## config.mk

```make
export PLATFORM = sky130hd
export DESIGN_NAME = counter_arbiter_flat
export DESIGN_NICKNAME = d
export VERILOG_FILES = /design/src/rtl/counter_arbiter_pkg.sv /design/src/rtl/counter_arbiter_if.sv /design/src/rtl/counter_arbiter_rr_arbiter.sv /design/src/rtl/counter_arbiter.sv /design/src/flat_wrapper.sv
export SDC_FILE = /design/constraint.sdc
export NUM_CORES = 1
export LEC_CHECK = 0
export CAP_MARGIN = 20
export CORE_ASPECT_RATIO = 0.6
export CORE_MARGIN = 10
export CORE_UTILIZATION = 38
export CTS_CLUSTER_DIAMETER = 40
export CTS_CLUSTER_SIZE = 16
export DETAILED_ROUTE_END_ITERATION = 8
export GPL_TIMING_DRIVEN = 0
export SLEW_MARGIN = 20
export SYNTH_ARGS = -nofsm -noshare
export SYNTH_HDL_FRONTEND = slang
export SYNTH_SLANG_ARGS = --single-unit
export TNS_END_PERCENT = 10
```

## constraint.sdc

```tcl
create_clock -name clk -period 5.02 [get_ports clk]
set_clock_uncertainty 0.2 [all_clocks]
set_input_delay 1.506 -clock clk [delete_from_list [all_inputs] [get_ports clk]]
set_output_delay 1.506 -clock clk [all_outputs]
set_load 0.005 [all_outputs]
```

## src/rtl/counter_arbiter_pkg.sv

```systemverilog
// Shared definitions for the arbitrated occupancy counter: op encodings and id-width helper.
package counter_pkg;

   localparam logic [1:0] OP_NOP = 2'b00;
   localparam logic [1:0] OP_INC = 2'b01;
   localparam logic [1:0] OP_DEC = 2'b10;

   // Index width for n requesters; a single requester still gets a 1-bit id.
   function automatic int unsigned id_width(input int unsigned n);
      return (n > 1) ? $clog2(n) : 1;
   endfunction

endpackage

```

## src/rtl/counter_arbiter_if.sv

```systemverilog
// Request/response bundle between requesters and the counter arbiter.
interface counter_arbiter_if
   import counter_pkg::*;
#(
   parameter int unsigned N = 4,
   parameter int unsigned W = 8
);

   localparam int unsigned IW = id_width(N);

   logic [N-1:0]   req_valid;
   logic [2*N-1:0] req_op;
   logic [N-1:0]   req_ready;
   logic [W-1:0]   count;
   logic [1:0]     last_op;
   logic [IW-1:0]  last_id;
   logic           full;
   logic           empty;

   modport master (
      output req_valid,
      output req_op,
      input  req_ready,
      input  count,
      input  last_op,
      input  last_id,
      input  full,
      input  empty
   );

   modport slave (
      input  req_valid,
      input  req_op,
      output req_ready,
      output count,
      output last_op,
      output last_id,
      output full,
      output empty
   );

endinterface

```

## src/rtl/counter_arbiter_rr_arbiter.sv

```systemverilog
// Combinational round-robin picker: first eligible bit at or after ptr, wrapping modulo N.
module rr_arbiter
   import counter_pkg::*;
#(
   parameter int unsigned N = 4,
   localparam int unsigned IW = id_width(N)
) (
   input  logic [N-1:0]  elig,
   input  logic [IW-1:0] ptr,
   output logic [N-1:0]  grant,
   output logic [IW-1:0] idx,
   output logic          any_grant
);

   logic [IW-1:0] slot;

   always_comb begin
      grant     = '0;
      idx       = '0;
      any_grant = 1'b0;
      slot      = '0;
      for (int k = 0; k < int'(N); k++) begin
         slot = IW'((int'(ptr) + k) % int'(N));
         if (!any_grant && elig[slot]) begin
            any_grant   = 1'b1;
            grant[slot] = 1'b1;
            idx         = slot;
         end
      end
   end

endmodule

```

## src/rtl/counter_arbiter.sv

```systemverilog
// Up/down occupancy counter shared by N requesters; one round-robin-granted op per cycle,
// with INC at MAX and DEC at zero masked out of arbitration so the count never wraps.
module counter_arbiter
   import counter_pkg::*;
#(
   parameter int unsigned   N   = 4,
   parameter int unsigned   W   = 8,
   parameter logic [W-1:0]  MAX = {W{1'b1}}
) (
   input logic              clk,
   input logic              rst_n,
   counter_arbiter_if.slave bus
);

   localparam int unsigned IW = id_width(N);

   logic [W-1:0]  count_q, count_d;
   logic [IW-1:0] ptr_q, ptr_d;
   logic [IW-1:0] last_id_q, last_id_d;
   logic [1:0]    last_op_q, last_op_d;

   logic [N-1:0]  elig;
   logic [N-1:0]  grant;
   logic [IW-1:0] win_idx;
   logic          any_grant;
   logic [1:0]    win_op;

   function automatic logic op_ok(input logic [1:0] op, input logic [W-1:0] cnt);
      logic ok;
      ok = 1'b1;
      if (op == OP_INC) ok = (cnt != MAX);
      else if (op == OP_DEC) ok = (cnt != '0);
      return ok;
   endfunction

   always_comb begin
      elig = '0;
      for (int i = 0; i < int'(N); i++) begin
         elig[i] = bus.req_valid[i] & op_ok(bus.req_op[2*i +: 2], count_q);
      end
   end

   rr_arbiter #(
      .N (N)
   ) u_rr_arbiter (
      .elig      (elig),
      .ptr       (ptr_q),
      .grant     (grant),
      .idx       (win_idx),
      .any_grant (any_grant)
   );

   // Mux the winner's op from the one-hot grant rather than a computed index.
   always_comb begin
      win_op = OP_NOP;
      for (int i = 0; i < int'(N); i++) begin
         if (grant[i]) win_op = bus.req_op[2*i +: 2];
      end
   end

   always_comb begin
      count_d   = count_q;
      ptr_d     = ptr_q;
      last_id_d = last_id_q;
      last_op_d = OP_NOP;
      if (any_grant) begin
         if (win_op == OP_INC) begin
            count_d   = count_q + 1'b1;
            last_op_d = OP_INC;
         end else if (win_op == OP_DEC) begin
            count_d   = count_q - 1'b1;
            last_op_d = OP_DEC;
         end
         last_id_d = win_idx;
         ptr_d     = (win_idx == IW'(N - 1)) ? '0 : win_idx + 1'b1;
      end
   end

   always_ff @(posedge clk or negedge rst_n) begin
      if (!rst_n) begin
         count_q   <= '0;
         ptr_q     <= '0;
         last_id_q <= '0;
         last_op_q <= OP_NOP;
      end else begin
         count_q   <= count_d;
         ptr_q     <= ptr_d;
         last_id_q <= last_id_d;
         last_op_q <= last_op_d;
      end
   end

   // Ready is held low for the whole reset window, not just until the next edge.
   assign bus.req_ready = grant & {N{rst_n}};
   assign bus.count     = count_q;
   assign bus.last_op   = last_op_q;
   assign bus.last_id   = last_id_q;
   assign bus.full      = (count_q == MAX);
   assign bus.empty     = (count_q == '0);

endmodule

```

## src/flat_wrapper.sv

```systemverilog
// flat-port wrapper written by rule: the top's interface ports become plain ports
module counter_arbiter_flat import counter_pkg::*;
#(
   parameter int unsigned   N   = 4,
   parameter int unsigned   W   = 8,
   parameter logic [W-1:0]  MAX = {W{1'b1}}
)
  (clk, rst_n, bus_req_valid, bus_req_op, bus_req_ready, bus_count, bus_last_op, bus_last_id, bus_full, bus_empty);
  counter_arbiter_if #(.N(N), .W(W)) bus_i ();
  input logic clk;
  input logic rst_n;
  input wire logic [$bits(bus_i.req_valid)-1:0] bus_req_valid;
  input wire logic [$bits(bus_i.req_op)-1:0] bus_req_op;
  output wire logic [$bits(bus_i.req_ready)-1:0] bus_req_ready;
  output wire logic [$bits(bus_i.count)-1:0] bus_count;
  output wire logic [$bits(bus_i.last_op)-1:0] bus_last_op;
  output wire logic [$bits(bus_i.last_id)-1:0] bus_last_id;
  output wire logic [$bits(bus_i.full)-1:0] bus_full;
  output wire logic [$bits(bus_i.empty)-1:0] bus_empty;
  assign bus_i.req_valid = bus_req_valid;
  assign bus_i.req_op = bus_req_op;
  assign bus_req_ready = bus_i.req_ready;
  assign bus_count = bus_i.count;
  assign bus_last_op = bus_i.last_op;
  assign bus_last_id = bus_i.last_id;
  assign bus_full = bus_i.full;
  assign bus_empty = bus_i.empty;
  counter_arbiter #(.N(N), .W(W), .MAX(MAX)) u_core (.clk(clk), .rst_n(rst_n), .bus(bus_i));
endmodule
```

* Yosys cells after proc, flatten, opt, wreduce, memory -nomap -nowiden
Cells that the tools add are included.
Cells by class: add/sub/neg operators 6, multipliers 0, div/mod/pow operators 0, $lt $le $gt $ge 8, eq/ne operators 13, shift-type cells 0, muxes and demuxes 46, bitwise operators 8, reductions and logical operators 14
Operators with widths (number):
- $mux 2 | 12
- $mux 1 | 20
- $mux 4 | 4
- $mux 8 | 2
- $eq 2x2->1 const B | 6
- $lt 2x3->1 const B | 4
- $or 4x4->4 | 3
- $eq 2x1->1 const B | 5
- $add 8x1->8 const B | 1
- $bmux 1 s2 | 4
- $demux 1 s2 | 4
- $eq 8x8->1 const B | 1
- $ge 2x1->1 const B | 4
- $logic_not 8->1 | 1
- $ne 8x8->1 const B | 1
- $reduce_bool 8->1 | 1
- $sub 8x1->8 const B | 1
- $logic_and 1x1->1 | 7
- $add 2x1->2 const B | 2
- $add 2x2->2 const B | 2
- $and 1x1->1 | 4
- $and 4x4->4 | 1
- $logic_not 1->1 | 3
- $reduce_and 2->1 | 1
- $reduce_bool 2->1 | 1
Storage, ports and cells: flip-flop bits (word level) 14, latch bits 0, memory bits (writable) 0, ROM bits 0, bits of input ports 14, output and inout bits 18, word-level logic and storage cells 99, memories 0

* Depth between registers and ports, before layout
word-level depth 24, mapped depth 23, gate-level depth less buffers 21

* Hierarchy
From an unflattened synthesis, not the netlist that was laid out.
Second synthesis, totals: cells, all modules 171, area total of the unflattened synthesis 1590.3 um^2
By module, submodules not included:
- counter_arbiter | times used 1, cells each 126, area an instance 1167.4 um^2, seq. area each 350.3 um^2
- rr_arbiter | times used 1, cells each 45, area an instance 422.9 um^2, seq. area each 0.0 um^2

* Worst setup path before layout
OpenSTA, ideal clock, no wires.
kind input to register, from input port bus_req_op[5], to register u_core.count_q[7] (netlist: u_core.bus.count[7]), setup time 127 ps, arrival time 5273 ps, data required time 4693 ps, slack -580 ps, stages on the path 20, path buffers 0, cell sequence and4b_1 and3b_1 mux4_2 nor4_4 a2bb2o_4 or2_4 o311ai_2 a31o_1 ha_1 inv_1 ha_1 a21o_1 a21oi_1 o21bai_1 a21oi_1 o21bai_1 a21oi_1 xnor2_1 nand2_1 xnor2_1
On the way: word-level cells in the longest chain between the ends 23, elaborated cells on any way between the ends 39, those cells by class eq/ne: 4; mux: 23; bitwise: 4; reduce/logical: 8
RTL lines:
- start, declared | RTL line flat_wrapper.sv:13 | input wire logic [$bits(bus_i.req_op)-1:0] bus_req_op;
- $eq 2x2->1 | RTL line counter_arbiter.sv:32 | else if (op == OP_DEC) ok = (cnt != '0);
- $mux 1 | RTL line counter_arbiter.sv:32
- $mux 1 | RTL line counter_arbiter.sv:31 | if (op == OP_INC) ok = (cnt != MAX);
- $and 1x1->1 | RTL line counter_arbiter.sv:39 | elig[i] = bus.req_valid[i] & op_ok(bus.req_op[2*i +: 2], count_q);
- $bmux 1 s2 | RTL line counter_arbiter_rr_arbiter.sv:24 | if (!any_grant && elig[slot]) begin
- $mux 1 (not written as such) | RTL line counter_arbiter_rr_arbiter.sv:24
- $mux 1 | RTL line counter_arbiter_rr_arbiter.sv:24
- $logic_not 1->1 | RTL line counter_arbiter_rr_arbiter.sv:24
- [4 not listed]
- $mux 1 | RTL line counter_arbiter_rr_arbiter.sv:24
- $logic_not 1->1 | RTL line counter_arbiter_rr_arbiter.sv:24
- $logic_and 1x1->1 | RTL line counter_arbiter_rr_arbiter.sv:24
- $mux 4 | RTL line counter_arbiter_rr_arbiter.sv:24
- $mux 2 (4 in series) | RTL line counter_arbiter.sv:57 | if (grant[i]) win_op = bus.req_op[2*i +: 2];
- $eq 2x2->1 / $eq 2x1->1 (equally long branches) | RTL line counter_arbiter.sv:70, counter_arbiter.sv:67
- $reduce_bool 2->1 (no line)
- $reduce_and 2->1 (no line)
- end signal, assigned | RTL line counter_arbiter.sv:86 | count_q <= count_d;
- end, declared | RTL line counter_arbiter.sv:17 | logic [W-1:0] count_q, count_d;
Parallel ways exist; a longest one is shown, timed or not. The select of a mux whose other input is x is not followed. A chain may end at the register's enable or synchronous reset.

* Worst setup path after layout
from input port bus_req_op[5], to register u_core.count_q[6] (netlist: u_core.bus.count[6])
Same word-level chain as after synthesis.

==> key figures <==
Run status
  • Run status: finished, violations left
  • Failing checks: negative setup slack

Drt
  • Remaining antenna violation count after routing: 0
  • DR WL/cell: 23.6 um
  • Total Routed Length: 8.86 mm
  • Initial DRC count: 327
  • Drt first pass iters: 5
  • Vias/cell: 6.22
  • DRC: 0
  • DR vias: 2,340

Timing
  • Final clock period utilization by the worst path: 1.14
  • Minimum clock period after layout: 5.72 ns
  • Max transition margin: 0.408
  • Tightest Pin Transition: 0.885 ns
  • Unrepaired setup endpoints after global routing: yes
  • Post-route setup slack: -0.705 ns
  • Achievable Freq: 0.175 GHz
  • Final Max Slew Viols: 0
  • Setup-failing EPs final: 16
  • Final hold vios: 0

Global route
  • Total track usage: 0.222
  • Number of global-route vias before repair: 2,343
  • Remaining Overflow, GRT: 0
  • Largest net degree at the start of global routing: 17
  • First-pass GRT wire length: 13.2 mm
  • Initial antenna violation count: 0

Worst setup path
  • Worst Setup End Kind: flop
  • Startpoint types: primary input
  • R2r endpoint: u_core.bus.count[6]$_DFFE_PN0P_
  • Req. time, crit path: 4.98 ns
  • R2R Setup Slk: -0.25 ns
  • CP Class: primary input to flop
  • Worst EP arrival: 5.68 ns
  • CP max FO: 6
  • Reg2reg path depth: 22

Min path
  • Hold EP: u_core.bus.last_id[1]$_DFFE_PN0P_
  • Min-delay worst type: flop to flop
  • Hold_sp: u_core.bus.last_id[1]$_DFFE_PN0P_
  • Hold Crit Depth: 1

Synth
  • Seq/Total Area, Yosys: 0.211
  • Synthesized Nets: 210
  • Synth Register Bits: 14
  • Synth Area in Compound Gates: 0.199
  • Mux cell area share after synthesis: 0.124
  • Ranking of synthesized cells by area: dfrtp_1 21%, ha_1 12%, mux4_2 5.4%
  • Ys async rst share: 1.00
  • EDFF count, synth: 0
  • Unique masters post-synth: 47
  • Warnings, synthesis: 0
  • Synth top area share: 0.211
  • Synth Area in Adders: 0.132
  • Largest family of logic cells by synthesized area: simple AND/OR/NAND/NOR gates
  • Synth Area per Inst: 9.30 um^2
  • Post-Syn Instances: 179
  • Mapped Area: 1660 um^2
  • Synth Area in Simple Gates: 0.225
  • Synth Flop Type: dfrtp_1
  • Largest area contributor in the netlist: dfrtp_1
  • Post-Synth XOR/XNOR Area: 0.0579

Die
  • Die Wd: 105 um
  • DIE AREA: 7510 um^2
  • Core ar.: 4170 um^2
  • Ports: 32
  • Initial Util: 0.399
  • FP Rows: 18
  • Die height: 71.3 um

Finish
  • Finished Cell Area: 3120 um^2
  • Area Overhead vs Synth: 87.6%
  • Final Instance Count excl. Fillers: 376
  • Share of layout cells above drive strength 1: 0.554
  • Layout net count: 348
  • Diode count: 0

Clock network
  • Hold buffer count at CTS: 0
  • CTS tree: built
  • Clock sinks: 14
  • Clock Latency Late Sink: 0.27 ns
  • CTS clk-pin slew, worst paths: 0.08 ns
  • H-tree levels: 1
  • Cts bufs inserted: 3
  • Clock Tree Buf Depth: 2
  • CTS Root Cell: clkbuf_8

Placement
  • Placer Congestion: 0.863
  • Dpl cells: 270
  • DP HPWL: 4.11 mm
  • IO Port Bufs: 31
  • Dpl cell area: 2080 um^2

Flow run
  • Max Cap Viol: 0
[worst max-delay path, stage by stage]
cell and delay [ns]:
buf_8 0.08, and4b_1 0.21, nand3b_1 0.28, buf_4 0.21, mux4_2 0.50, buf_6 0.16
a21oi_2 0.12, a31oi_2 0.07, or2_4 0.30, o311ai_4 0.35, a31oi_4 0.14, ha_4 0.21
buf_12 0.13, fa_2 0.35, inv_2 0.05, a21oi_1 0.05, o21bai_1 0.23, a21oi_2 0.11
nor2_1 0.15, nor2_1 0.07, xnor2_1 0.13, mux2_4 0.26
[layout by cell type (no fill, tap or decap), types with 4 or more instances in the layout]
master | synthesis | final
buf_4 | 0 | 99
clkdlybuf4s50_1 | 0 | 15
dfrtp_1 | 14 | 14
inv_1 | 18 | 13
ha_1 | 16 | 13
buf_2 | 2 | 10
xnor2_1 | 10 | 10
nor2_1 | 15 | 9
nand2_1 | 8 | 7
nand4_1 | 7 | 7
inv_2 | 1 | 5
a21oi_1 | 9 | 5
dlygate4sd2_1 | 0 | 5
mux4_2 | 4 | 4
a31oi_1 | 7 | 4
a21oi_2 | 0 | 4
mux2_1 | 5 | 4
clkbuf_8 | 0 | 4
[per-stage QoR]
| step | hold WS, ns | utilization | setup slack, ns | TNS, ns |
|---|---|---|---|---|
| 5_1_grt | 0.340 | 0.749 | -0.834 | -7.99 |
| 3_3_place_gp | 0.296 | 0.499 | -1.25 | -10.63 |
| 6_report | 0.329 | 0.749 | -0.705 | -7.34 |
| 4_1_cts | 0.323 | 0.721 | -0.374 | -2.67 |
| 2_1_floorplan | 0.289 | - | -0.319 | -0.610 |
| 3_5_place_dp | 0.307 | 0.499 | -1.30 | -11.04 |
[metal layers]
metal | wire [um] | track usage | share of wire
met1 | 3500 | 0.258 | 0.39
met2 | 3810 | 0.345 | 0.43
met3 | 1110 | 0.0920 | 0.13
met4 | 446 | 0.118 | 0.050
met5 | 0 | 0 | 0
[worst max-delay path by stage]
stage	start	end	slack, ns	depth (start not counted)
2_1_floorplan	bus_req_op[4]	u_core.bus.count[7]$_DFFE_PN0P_	-0.32	20
3_3_place_gp	bus_req_op[5]	u_core.bus.count[7]$_DFFE_PN0P_	-1.25	21
6_report	bus_req_op[5]	u_core.bus.count[6]$_DFFE_PN0P_	-0.70	22
5_1_grt	bus_req_op[4]	u_core.bus.count[6]$_DFFE_PN0P_	-0.83	21
3_5_place_dp	bus_req_op[5]	u_core.bus.count[7]$_DFFE_PN0P_	-1.30	21
4_1_cts	bus_req_op[5]	u_core.bus.count[7]$_DFFE_PN0P_	-0.37	22
[repair_timing]
action                                  CTS  global route
gates resized for setup                  86            19
pin swaps                                31            22
endpoints found under the setup margin   12            16
setup buffers                            95             8
[cell families after synthesis]
kind of cell,count (synthesis)
AND/OR/NAND/NOR,58
adder cells (fa/ha/maj),17
buffers and inverters,22
XOR/XNOR,11
flip-flops,14
multiplexers,15
AO/OA/AOI/OAI,42
[cell usage after synthesis (3+ instances only)]
cell type  number
xnor2_1        10
o21bai_1        3
mux2i_1         6
mux4_2          4
nand3_1         5
ha_1           16
nor2_1         15
nand2_1         8
a31oi_1         7
a21oi_1         9
nand4_1         7
mux2_1          5
nand4b_1        3
o21ai_0         6
dfrtp_1        14
and4_1          3
o311ai_2        3
nor4_4          3
inv_1          18
[layout make-up]
| cell class | instances | area (um^2) |
|---|---|---|
| Sequential cell | 14 | 350 |
| Multi-Input combinational cell | 143 | 1470 |
| Buffer | 2 | 16.3 |
| Tap cell | 60 | 75.1 |
| Clock buffer | 4 | 55.1 |
| Fill cell | 255 | 1040 |
| Timing Repair Buffer | 134 | 1070 |
| Inverter | 19 | 76.3 |
[registers in the layout, summed over array words and instances (netlist names), named ones only]
| name | cells |
|---|---|
| u_core.bus.last_id | 2 |
| u_core.bus.last_op | 2 |
| u_core.ptr_q | 1 |
| u_core.bus.count | 8 |
Power is not shown: default switching activity piles up to over one toggle a cycle in this logic, so the estimate is an artifact.
